`src/rtl/ocp_slave_mem.sv`:
```
// ocp_slave_mem: OCP slave target backed by an internal word array.
//
// Accepts one request beat per cycle (incrementing precise bursts included) after a
// programmable accept stall, commits writes at the accept edge and returns responses
// in order through a fixed-latency shift pipe.
//
// Ports:
//   Clk           OCP clock, all state on the rising edge
//   MReset_n      asynchronous active-low reset
//   MCmd          IDLE/WR/RD/RDEX/RDL/WRNP/WRC/BCST (3'b000..3'b111)
//   MAddr         byte address of the current beat
//   MData         write data
//   MBurstLength  beats in the burst, 0 treated as 1; sampled on the first beat only
//   MReqLast      master's final-beat marker, cross-checked against the beat counter
//   SCmdAccept    request beat accepted this cycle
//   SResp         NULL=00 DVA=01 FAIL=10 ERR=11
//   SData         read data, valid when SResp != NULL
//   SRespLast     response belongs to the burst's final beat
module ocp_slave_mem #(
  parameter int unsigned MADDR_WIDTH = 64,
  parameter int unsigned DATA_WIDTH  = 8,
  parameter int unsigned DEPTH       = 64,
  parameter int unsigned ADDR_LSB    = 2,
  parameter int unsigned ACCEPT_WAIT = 0,
  parameter int unsigned RD_LATENCY  = 1
) (
  input  logic                   Clk,
  input  logic                   MReset_n,
  input  logic [2:0]             MCmd,
  input  logic [MADDR_WIDTH-1:0] MAddr,
  input  logic [DATA_WIDTH-1:0]  MData,
  input  logic [9:0]             MBurstLength,
  input  logic                   MReqLast,
  output logic                   SCmdAccept,
  output logic [1:0]             SResp,
  output logic [DATA_WIDTH-1:0]  SData,
  output logic                   SRespLast
);

  localparam int unsigned IdxW     = $clog2(DEPTH);
  localparam logic [3:0]  WaitLast = 4'(ACCEPT_WAIT - 1);

  localparam logic [2:0] CmdIdle = 3'b000;
  localparam logic [2:0] CmdWr   = 3'b001;
  localparam logic [2:0] CmdWrnp = 3'b101;
  localparam logic [2:0] CmdWrc  = 3'b110;
  localparam logic [2:0] CmdBcst = 3'b111;

  localparam logic [1:0] RespDva = 2'b01;
  localparam logic [1:0] RespErr = 2'b11;

  typedef enum logic [1:0] {StIdle, StWait, StAcc} state_e;

  typedef struct packed {
    logic [1:0]            resp;
    logic [DATA_WIDTH-1:0] data;
    logic                  last;
  } rsp_t;

  state_e          state_q, state_d;
  logic [3:0]      wait_q, wait_d;
  logic [9:0]      beat_q, beat_d;
  logic [9:0]      len_m1_q, len_m1_d;
  rsp_t            pipe_q [RD_LATENCY];
  rsp_t            rsp_new;

  logic [DATA_WIDTH-1:0] mem_q [DEPTH];

  logic            cmd_active;
  logic            is_write;
  logic            is_posted;
  logic            take;
  logic            beat_last;
  logic            oor;
  logic            err;
  logic [9:0]      len_eff_m1;
  logic [9:0]      cur_len_m1;
  logic [IdxW-1:0] word_idx;
  logic            unused_addr_lsb;

  assign cmd_active = (MCmd != CmdIdle);
  assign is_write   = (MCmd == CmdWr) || (MCmd == CmdWrnp) || (MCmd == CmdWrc) ||
                      (MCmd == CmdBcst);
  assign is_posted  = (MCmd == CmdWr) || (MCmd == CmdBcst);

  // Burst length comes from the bus on the first beat, from the latched copy afterwards.
  assign len_eff_m1 = (MBurstLength == 10'd0) ? 10'd0 : MBurstLength - 10'd1;
  assign cur_len_m1 = (beat_q == 10'd0) ? len_eff_m1 : len_m1_q;
  assign beat_last  = (beat_q == cur_len_m1);

  // DEPTH is a power of two, so any set bit above the index field means out of range.
  assign word_idx        = MAddr[ADDR_LSB +: IdxW];
  assign oor             = |MAddr[MADDR_WIDTH-1:ADDR_LSB+IdxW];
  assign unused_addr_lsb = ^MAddr[ADDR_LSB-1:0];

  assign err  = oor || (MReqLast != beat_last);
  assign take = SCmdAccept;

  // Request FSM and accept strobe.
  always_comb begin
    state_d    = state_q;
    wait_d     = wait_q;
    SCmdAccept = 1'b0;
    unique case (state_q)
      StIdle: begin
        if (cmd_active) begin
          if (ACCEPT_WAIT == 0) begin
            // No stall: idle behaves like the accept state.
            SCmdAccept = 1'b1;
            if (!beat_last) state_d = StAcc;
          end else if (ACCEPT_WAIT == 1) begin
            state_d = StAcc;
          end else begin
            // The first non-idle cycle counts as the first held cycle.
            state_d = StWait;
            wait_d  = 4'd1;
          end
        end
      end
      StWait: begin
        if (!cmd_active) begin
          state_d = StIdle;
        end else if (wait_q == WaitLast) begin
          state_d = StAcc;
        end else begin
          wait_d = wait_q + 4'd1;
        end
      end
      StAcc: begin
        if (cmd_active) begin
          SCmdAccept = 1'b1;
          if (beat_last) state_d = StIdle;
        end else if (beat_q == 10'd0) begin
          // Master withdrew before any beat was taken; gaps inside a burst keep ACC.
          state_d = StIdle;
        end
      end
      default: state_d = StIdle;
    endcase
    if (!MReset_n) SCmdAccept = 1'b0;
  end

  // Beat counter and latched burst length.
  always_comb begin
    beat_d   = beat_q;
    len_m1_d = len_m1_q;
    if (take) begin
      if (beat_q == 10'd0) len_m1_d = len_eff_m1;
      beat_d = beat_last ? 10'd0 : beat_q + 10'd1;
    end
  end

  // Response entering the pipe this cycle; NULL when nothing responds.
  always_comb begin
    rsp_new = '0;
    if (take && !is_posted) begin
      rsp_new.resp = err ? RespErr : RespDva;
      rsp_new.data = (err || is_write) ? '0 : mem_q[word_idx];
      rsp_new.last = beat_last;
    end
  end

  always_ff @(posedge Clk or negedge MReset_n) begin
    if (!MReset_n) begin
      state_q  <= StIdle;
      wait_q   <= '0;
      beat_q   <= '0;
      len_m1_q <= '0;
      for (int i = 0; i < RD_LATENCY; i++) pipe_q[i] <= '0;
    end else begin
      state_q   <= state_d;
      wait_q    <= wait_d;
      beat_q    <= beat_d;
      len_m1_q  <= len_m1_d;
      pipe_q[0] <= rsp_new;
      for (int i = 1; i < RD_LATENCY; i++) pipe_q[i] <= pipe_q[i-1];
    end
  end

  // Storage has no reset; contents are undefined until written.
  always_ff @(posedge Clk) begin
    if (take && is_write && !oor) mem_q[word_idx] <= MData;
  end

  assign SResp     = pipe_q[RD_LATENCY-1].resp;
  assign SData     = pipe_q[RD_LATENCY-1].data;
  assign SRespLast = pipe_q[RD_LATENCY-1].last;

endmodule

```
`config.mk`:
```
export PLATFORM = sky130hd
export DESIGN_NAME = ocp_slave_mem
export DESIGN_NICKNAME = d
export VERILOG_FILES = /design/src/rtl/ocp_slave_mem.sv
export SDC_FILE = /design/constraint.sdc
export NUM_CORES = 1
export LEC_CHECK = 0
export ABC_AREA = 1
export CAP_MARGIN = 20
export CORE_MARGIN = 1.5
export CORE_UTILIZATION = 43
export DETAILED_ROUTE_END_ITERATION = 7
export GPL_TIMING_DRIVEN = 1
export SETUP_SLACK_MARGIN = 0.3
export SLEW_MARGIN = 10
export SYNTH_ARGS = -nofsm -noshare
export SYNTH_HDL_FRONTEND = slang
export SYNTH_SLANG_ARGS = --single-unit
export TNS_END_PERCENT = 5
```
`constraint.sdc`:
```
create_clock -name Clk -period 2.6 [get_ports Clk]
set_clock_uncertainty 0.2 [all_clocks]
set_input_delay 0.39 -clock Clk [delete_from_list [all_inputs] [get_ports Clk]]
set_output_delay 0.39 -clock Clk [all_outputs]
set_load 0.01 [all_outputs]
```
== After elaboration in Yosys (flattened, before gate mapping) ==
Memories as Yosys holds them, arrays and structs flattened.
Index checks and enable logic that the tools add are counted.
Cells by class
  add/subtract/negate cells: 3
  equality and inequality tests: 14
  multiplexer cells: 19
  bitwise logic cells: 1
  reductions and logical operators: 19
Operator list (count)
  56-bit OR reduction: 1
  10-bit two-way mux: 3
  10-bit zero test: 2
  2-bit two-way mux: 8
  11-bit two-way mux: 1
  10-bit by 1-bit adder with 10-bit output (second input constant): 1
  10-bit == test: 1
  10-bit by 1-bit subtractor with 10-bit output (second input constant): 1
  3-bit == test (second input constant): 3
  3-bit inequality test (second input constant): 3
  8-bit two-way mux: 1
  1-bit logical OR: 6
  2-bit case mux with 3 select lines: 1
  1-bit two-way mux: 5
  5-bit AND reduction: 1
  4-bit by 1-bit adder with 4-bit output (second input constant): 1
  4-bit == test (second input constant): 1
  2-bit inequality test (second input constant): 2
  3-bit by 1-bit == test with 1-bit output (second input constant): 1
  1-bit logical AND: 3
  3-bit AND reduction: 1
  3-bit nonzero test: 1
  2-bit by 1-bit == test with 1-bit output (second input constant): 1
  2-bit == test (second input constant): 1
  other kinds (5): 6
Word-level totals
  register bits: 37
  memory bits (writable): 512
  logic and storage cells: 64
  memories kept: 1
Memories
  mem_q: words 64, width 8, read ports 1, clocked after memory_dff 0, wr ports 1, line 67  | logic [DATA_WIDTH-1:0] mem_q [DEPTH];

== Depth between registers and ports, before layout ==
Gate-level depths: netlist of run 1.
  word-level depth: 9
  gate-level depth with buffers: 17

== Worst setup path after synthesis of run 1 ==
No wires, ideal clock.
  path type: input -> register
  start point: input port MAddr[49]
  end point: memory mem_q[0][0], enable pin
  arrival: 1.947 ns
  required time: 2.029 ns
  slack: 0.082 ns
  cell stages on the path: 7
  cell sequence: nor4_1 > nand4_1 > nor2_1 > nand2_1 > nor3_2 > nand4_1 > nor2_1
Between the ends
  cells in the longest elaborated chain, start to end: 5
RTL lines
  start: declaration: line 30  | input logic [MADDR_WIDTH-1:0] MAddr,
  56-bit OR reduction: line 93  | assign oor = |MAddr[MADDR_WIDTH-1:ADDR_LSB+IdxW];
  1-bit zero test: line 182  | if (take && is_write && !oor) mem_q[word_idx] <= MData;
  1-bit logical AND: line 182
  1-bit two-way mux: line 182
  1-bit two-way mux (implied by the code): line 182
  end: declaration: line 67
No other way between the ends.

==> results of run 1 <==
-- worst register-to-register path: stages, from the launching register on --
cell and delay (ps):
dfrtp_1 390, inv_2 90, ha_4 160, nand2_4 50, nor2_4 110, nand3_4 150
nor2_4 170, nand2_2 80, nand2_1 70, nand2_1 40, nand2_1 70, nand3_2 110
nor2_4 190, nand2_4 80, nand2_4 70, nand4_4 220, nor2_2 180
-- metrics by stage --
| stage | std cells | hold slack [ps] | area [um^2] | setup TNS [ps] |
|---|---|---|---|---|
| 6_report | 2467 | 40.8 | 26900 | 0 |
| 5_1_grt | 2467 | 80.8 | 26900 | -371 |
| 4_1_cts | 2462 | 31.7 | 26700 | 0 |
| 3_5_place_dp | 2363 | 277 | 24800 | -324400 |
| 3_3_place_gp | 2363 | 270 | 24800 | -342790 |
| 2_1_floorplan | 1454 | -106 | 21100 | 0 |
-- repair_timing --
item                                    4_1_cts  5_1_grt
endpoints found under the hold margin         0        0
setup buffers                                 3        5
resized for setup                            78       91
pin swaps                                    31       37
endpoints found under the setup margin      533      533
-- kinds of logic after synthesis --
logic type / Yosys count / share of synthesized area
flip-flops: 543 / 0.767
AO/OA/AOI/OAI: 298 / 0.0954
adder cells (fa/ha/maj): 3 / 0.00178
AND/OR/NAND/NOR: 486 / 0.111
XOR/XNOR: 2 / 0.000832
buffers and inverters: 122 / 0.0242
-- cell usage in the layout (no fill, tap or decap), drive strengths merged, types with 3 or more instances in the layout --
cell and count:
nand3b 6, nor2 195, or2 38, o211ai 5, o2111ai 4, dfrtp 31, nand4 17, nand3 55
a31oi 13, ha 3, o31ai 27, nor3 23, o22ai 171, a21oi 3, o41ai 5, dlygate4sd2 23
dlymetal6s2s 15, buf 268, nor4 26, clkbuf 72, inv 68, o21ai 24, nand2 126, edfxtp 512
clkinv 25, clkdlybuf4s50 34, o22a 13, bufinv 6, clkdlybuf4s15 7, o221ai 29
-- metal layers --
layer  track usage  part of all wire  wire length (um)
met3        0.0345             0.073              4150
met4        0.0743             0.028              1620
met5             0           0.00023                13
met1         0.326              0.43             24500
met2         0.365              0.47             26800
-- state kept, by name (all words and copies together) (netlist names) --
signal     cells
SData          8
beat_q        10
mem_q        512
SRespLast      1
len_m1_q      10
SResp          2
-- worst min path at each step --
stage | start | endpoint | cells past startpoint
after global placement | len_m1_q[8] | len_m1_q[8] | 2
after CTS | MReset_n | SResp[0] | 2
final | MReset_n | SData[6] | 2
after detailed placement | len_m1_q[0] | len_m1_q[0] | 2
after floorplan | MReset_n | SData[0] | 0
after global routing | MData[3] | mem_q[44][3] | 1
-- layout make-up --
class | count | area share
Multi-Input combinational cell | 789 | 0.176
Inverter | 67 | 0.00933
Tap cell | 615 | 0.0286
Timing Repair Buffer | 357 | 0.120
Clock buffer | 62 | 0.0536
Sequential cell | 543 | 0.600
Clock inverter | 34 | 0.0120
-- power groups by stage --
| stage | registers (mW) | logic (mW) | clock network, mW |
|---|---|---|---|
| detailed placement | 9.95 | 1.59 | 0 |
| finish | 9.78 | 1.71 | 7.79 |
| CTS | 9.77 | 1.65 | 7.90 |
| floorplan | 9.94 | 0.759 | 0 |
| global route | 9.79 | 1.86 | 8.24 |
| global placement | 9.95 | 1.56 | 0 |
==> Flow_metrics.wiki, run 1 <==
{| class="wikitable"
! Metric !! Value
|-
| Leading post-synthesis cells by instance count || edfxtp_1 (512), nor2_1 (177), o22ai_1 (171)
|-
| Placed wire-length estimate after detailed placement || 37500 um
|-
| Data required time at the worst endpoint || 2920 ps
|-
| Slew at the pin closest to its max-slew limit || 524 ps
|-
| Final setup vio count || 0
|-
| Capturing instance or port of the critical path || SData[5]
|-
| Antenna cells || 0
|-
| Placement row count || 80
|-
| Number of buffers inserted by hold repair at cts || 0
|-
| Startpoint type of the worst setup path || flip-flop
|-
| Critical path start-end classification || flip-flop to flip-flop
|-
| Cell area after technology mapping || 0.0211 mm^2
|-
| Cell-by-cell listing of the critical path || inv_2, ha_4, nand2_4, nor2_4, nand3_4, nor2_4, nand2_2, nand2_1, nand2_1, nand2_1, nand3_2, nor2_4, nand2_4, nand2_4, nand4_4, nor2_2
|-
| Count of mapped cells out of synthesis || 1454
|-
| Reg-to-reg endpoint || SData[5]
|-
| Number of cells on the worst reg-to-reg path || 16
|-
| Max clock buf depth || 3
|-
| Switch Pwr || 4.36 mW
|-
| Via count normalized by instance count || 5.58
|-
| Number of max-capacitance violations reported || 0
|-
| Aggregate routed wire length || 57100 um
|-
| Pre-CTS setup slack || -752 ps
|-
| Stage delay of the slowest cell on the critical path || 390 ps
|-
| Pin count of the biggest net entering global routing || 65
|-
| Biggest area contributors in the synthesized netlist || edfxtp_1 (73%), o22ai_1 (5.1%), dfrtp_1 (3.7%), nor2_1 (3.2%), nand2_1 (2.1%)
|-
| Clock group share of total power || 0.404
|-
| Portion of synthesized cell area occupied by the leading cell type || 0.730
|-
| Post-Syn Nets || 1545
|-
| CTS tree || yes
|-
| Proportion of layout cells with a drive suffix above 1 || 0.271
|-
| Filler Cells Inserted || 3859
|-
| Worst path slowest cell || dfrtp_1
|-
| Number of top-level pins || 100
|-
| Post-synthesis area per instance || 14.5 um^2
|-
| Global-route wire length before repair || 85400 um
|-
| Number of levels the H-tree was split into || 2
|-
| Fin crit period || 2520 ps
|-
| Number of different library cells in the post-synthesis netlist || 43
|-
| Pre-Repair DR Iteration Count || 5
|-
| Kind of cell with the highest combined delay on the critical path || simple AND/OR/NAND/NOR gates
|-
| Most numerous cell in the Yosys netlist || edfxtp_1
|-
| End-of-flow core utilization || 0.561
|-
| PD cells || 716 mW/mm^2
|-
| Combinational cell fraction of total power || 0.089
|-
| Fin crit share || 0.968
|-
| Initial Util || 0.439
|-
| Most instantiated flip-flop cell in the synthesis netlist || edfxtp_1
|-
| Post-route worst setup slack || 83.4 ps
|-
| Cell taking the most area after synthesis || edfxtp_1
|-
| Vias in the first global route || 13800
|-
| Insertion delay to the later sink of the worst-skew pair || 600 ps
|-
| Kind of capture point of the worst setup path || flip-flop
|-
| Aggregate global-route resource usage || 0.229
|-
| Setup slack of the most critical reg-to-reg path || 80 ps
|-
| Grt total ovfl || 0
|-
| Worst Path Buf+Inv || 1
|-
| Final antenna-violating net count || 0
|-
| Drt first-iter violations || 1352
|-
| Number of enable flip-flop cells after synthesis || 512
|-
| Core Area || 0.0480 mm^2
|-
| Slew headroom || 0.650
|-
| Max Clk Rate || 397 MHz
|-
| Layout Nets || 1904
|-
| Clock tree root buffer cell || clkbuf_16
|-
| CTS buffer count || 55
|-
| FFs w/ async S/R, synth || 0.0571
|-
| Unrepaired setup endpoints after global routing || true
|-
| Sequential element share of the synthesized area || 0.767
|-
| Run status || completed
|-
| Total power || 19.3 mW
|-
| TritonCTS Sinks || 543
|-
| Cell internal power dissipation || 14.9 mW
|-
| Max FO, Critical Path || 8
|-
| Routed via count || 13800
|-
| Flop and latch count out of synthesis || 543
|-
| R2r startpoint || beat_q[1]
|-
| Path type of the worst min-delay path || input port to asynchronous set/reset pin
|-
| Multi-input gate area || 0.00475 mm^2
|-
| CTS clk-pin slew, worst paths || 60 ps
|-
| Proportion of power drawn by flip-flops and latches || 0.507
|-
| Routed wire length per instance || 23.1 um
|-
| Switching power share of the total || 0.226
|-
| Die area || 0.0503 mm^2
|-
| Fin. max-slew vios || 0
|-
| Warnings from Yosys || 0
|-
| Worst vdd rail ir drop || 0.499 mV
|-
| Antenna violations before repair || 1
|-
| Relative area change from synthesis to final layout || 27.9%
|-
| Launch point of the critical path || beat_q[1]
|-
| Footprint of the flip-flops and latches || 0.0162 mm^2
|-
| Static leakage power || 9.56 nW
|-
| Number of buffer cells added on primary ports || 97
|-
| Number of gates on the worst path with buffers counted || 16
|-
| DRC errors left || 0
|-
| Routability Congestion || 0.896
|-
| Die span in x || 224 um
|-
| Number of endpoints with negative hold slack in the final report || 0
|-
| Vert. Die Dim || 224 um
|-
| CP arrival || 2840 ps
|}
Power figures use the tool's default switching activity.
==> run 2, diff against run 1 <==
- SETUP_SLACK_MARGIN: 0.3 -> default
==> Flow_metrics.wiki, run 2 (synthesized netlist as in run 1, its figures left out) <==
{| class="wikitable"
! Metric !! Value
|-
| Kind of cell with the highest combined delay on the critical path || buffers and inverters
|-
| Worst path slowest cell || clkdlybuf4s50_1
|-
| Registers with the most flip-flops || mem_q x512, beat_q x10, len_m1_q x10
|-
| Aggregate routed wire length || 57700 um
|-
| Core Area || 0.0480 mm^2
|-
| Routed wire length per instance || 23.1 um
|-
| Commonest non-fill, non-tap cells in the layout || edfxtp_1 (512), buf_4 (241), nor2_1 (176)
|-
| Aggregate global-route resource usage || 0.230
|-
| Static leakage power || 9.51 nW
|-
| TritonCTS Sinks || 543
|-
| CP arrival || 2650 ps
|-
| Vert. Die Dim || 224 um
|-
| Relative area change from synthesis to final layout || 28.0%
|-
| Max clock buf depth || 3
|-
| Pre-Repair DR Iteration Count || 5
|-
| CTS buffer count || 54
|-
| Drt first-iter violations || 1617
|-
| Max Clk Rate || 393 MHz
|-
| Data required time at the worst endpoint || 2700 ps
|-
| Stage delay of the slowest cell on the critical path || 430 ps
|-
| Startpoint type of the worst setup path || input port
|-
| Layout Nets || 1923
|-
| Number of max-capacitance violations reported || 0
|-
| Number of endpoints with negative hold slack in the final report || 0
|-
| Most used cell along the critical path || buf_4
|-
| Slew at the pin closest to its max-slew limit || 500 ps
|-
| Proportion of layout cells with a drive suffix above 1 || 0.254
|-
| Cell-by-cell listing of the critical path || clkdlybuf4s50_1, nor4_2, nand4_1, nor2_1, nand2_1, nor3_2, buf_6, nand4_1, buf_4, buf_4, nor2_1, buf_4
|-
| Number of levels the H-tree was split into || 2
|-
| Placed wire-length estimate after detailed placement || 37500 um
|-
| Critical path start-end classification || input port to flip-flop
|-
| Antenna cells || 0
|-
| Kind of capture point of the worst setup path || flip-flop
|-
| Total power || 19.4 mW
|-
| Max FO, Critical Path || 8
|-
| Clock tree root buffer cell || clkbuf_16
|-
| Pin count of the biggest net entering global routing || 65
|-
| Count of placed standard cells including taps || 2379
|-
| Number of buffers inserted by hold repair at cts || 0
|-
| Placement row count || 80
|-
| Routability Congestion || 0.842
|-
| Fin. max-slew vios || 0
|-
| PD cells || 718 mW/mm^2
|-
| Initial Util || 0.439
|-
| Unrepaired setup endpoints after global routing || true
|-
| Worst vdd rail ir drop || 0.468 mV
|-
| Final setup vio count || 0
|-
| Vias in the first global route || 13800
|-
| Slew headroom || 0.663
|-
| Run status || completed
|-
| Global-route wire length before repair || 85900 um
|-
| Die area || 0.0503 mm^2
|-
| Antenna violations before repair || 1
|-
| Fin crit period || 2550 ps
|-
| Number of flip-flops in the largest register || 512
|-
| Routed via count || 14000
|-
| DRC errors left || 0
|-
| Non-filler instance count after layout || 2492
|-
| Fin crit share || 0.979
|-
| Final antenna-violating net count || 0
|-
| Hold slack || 43.9 ps
|-
| Number of buffer cells added on primary ports || 97
|-
| CTS clk-pin slew, worst paths || 60 ps
|-
| Most common library cell in the layout ignoring fill and taps || edfxtp_1
|-
| Worst Path Buf+Inv || 5
|-
| Grt total ovfl || 0
|-
| Path type of the worst min-delay path || input port to asynchronous set/reset pin
|-
| Via count normalized by instance count || 5.63
|-
| Insertion delay to the later sink of the worst-skew pair || 600 ps
|-
| CTS tree || yes
|-
| Number of top-level pins || 100
|-
| Die span in x || 224 um
|-
| Register bank with the most flops || mem_q
|}
## run 2: changes by cell type in the layout (fill, tap and decap cells not counted), moves of 11 or more
| cell | delta |
|---|---|
| nor4_1 | +11 |
| nor2_1 | +16 |
| dlygate4sd2_1 | -23 |
| buf_4 | +23 |
| nor2_4 | -11 |
| clkdlybuf4s50_1 | +53 |
| dlymetal6s2s_1 | -13 |
## run 2: metal layers
layer / track usage / wire length (um) / vias up
li1: - / - / 6393
met1: 0.328 / 25000 / 6932
met2: 0.361 / 26800 / 620
met3: 0.0421 / 4560 / 85
met4: 0.0667 / 1350 / 0
met5: 0 / 0 / -
## run 2: final timing paths
check	slack, ps	end	startpoint	depth (start not counted)
setup / recovery	50	mem_q[62][3]	MAddr[61]	12
max in group asynchronous	1850	SData[6]	MReset_n	2
hold / removal	40	SResp[1]	MReset_n	2
min in group Clk	70	mem_q[49][7]	MData[7]	1
hold reg to reg	310	len_m1_q[1]	len_m1_q[1]	2
setup reg to reg	120	SResp[1]	beat_q[1]	13
## run 2: worst register-to-register path, cell delays in order (launching register included)
cell     delay [ps]
dfrtp_1         390
inv_2            90
ha_4            170
nand2_2          70
nor2_4          130
nand3_4         140
nor2_4          220
nand3_2         140
nand3_2          80
nand3_2         100
nor2_4          210
nand3_2         130
buf_4           160
a31oi_2         170
## run 2: timing repair
item                       4_1_cts  5_1_grt
pin swaps                        2       14
hold endpoints to repair         0        0
buffers inserted                 2       10
gates resized for setup          4       35
setup endpoints to repair       33      108
## run 2: through the flow
stage	worst slack (ps)	area (um^2)	utilization	setup TNS, ps
floorplan	82.2	21100	-	0
global placement	-765	24900	0.518	-223020
detailed placement	-774	24900	0.518	-227850
CTS	1.08	26700	0.556	0
global route	-33.1	27000	0.561	-1590
finish	54.4	27000	0.561	0
## run 2: final cells by class
cell class              instances  area, um^2
clock buffers                  73        1550
clock inverters                28         244
fillers                      3841       21100
inverters                      67         251
multi-input cells             789        4540
flip-flops and latches        543       16200
well taps                     615         769
repair buffers                377        3460
## run 2: where the power goes
part	switching (mW)	internal (mW)
Clock	3.26	4.58
Combinational	1.03	0.745
Sequential	0.0914	9.66
Total	4.38	15.0
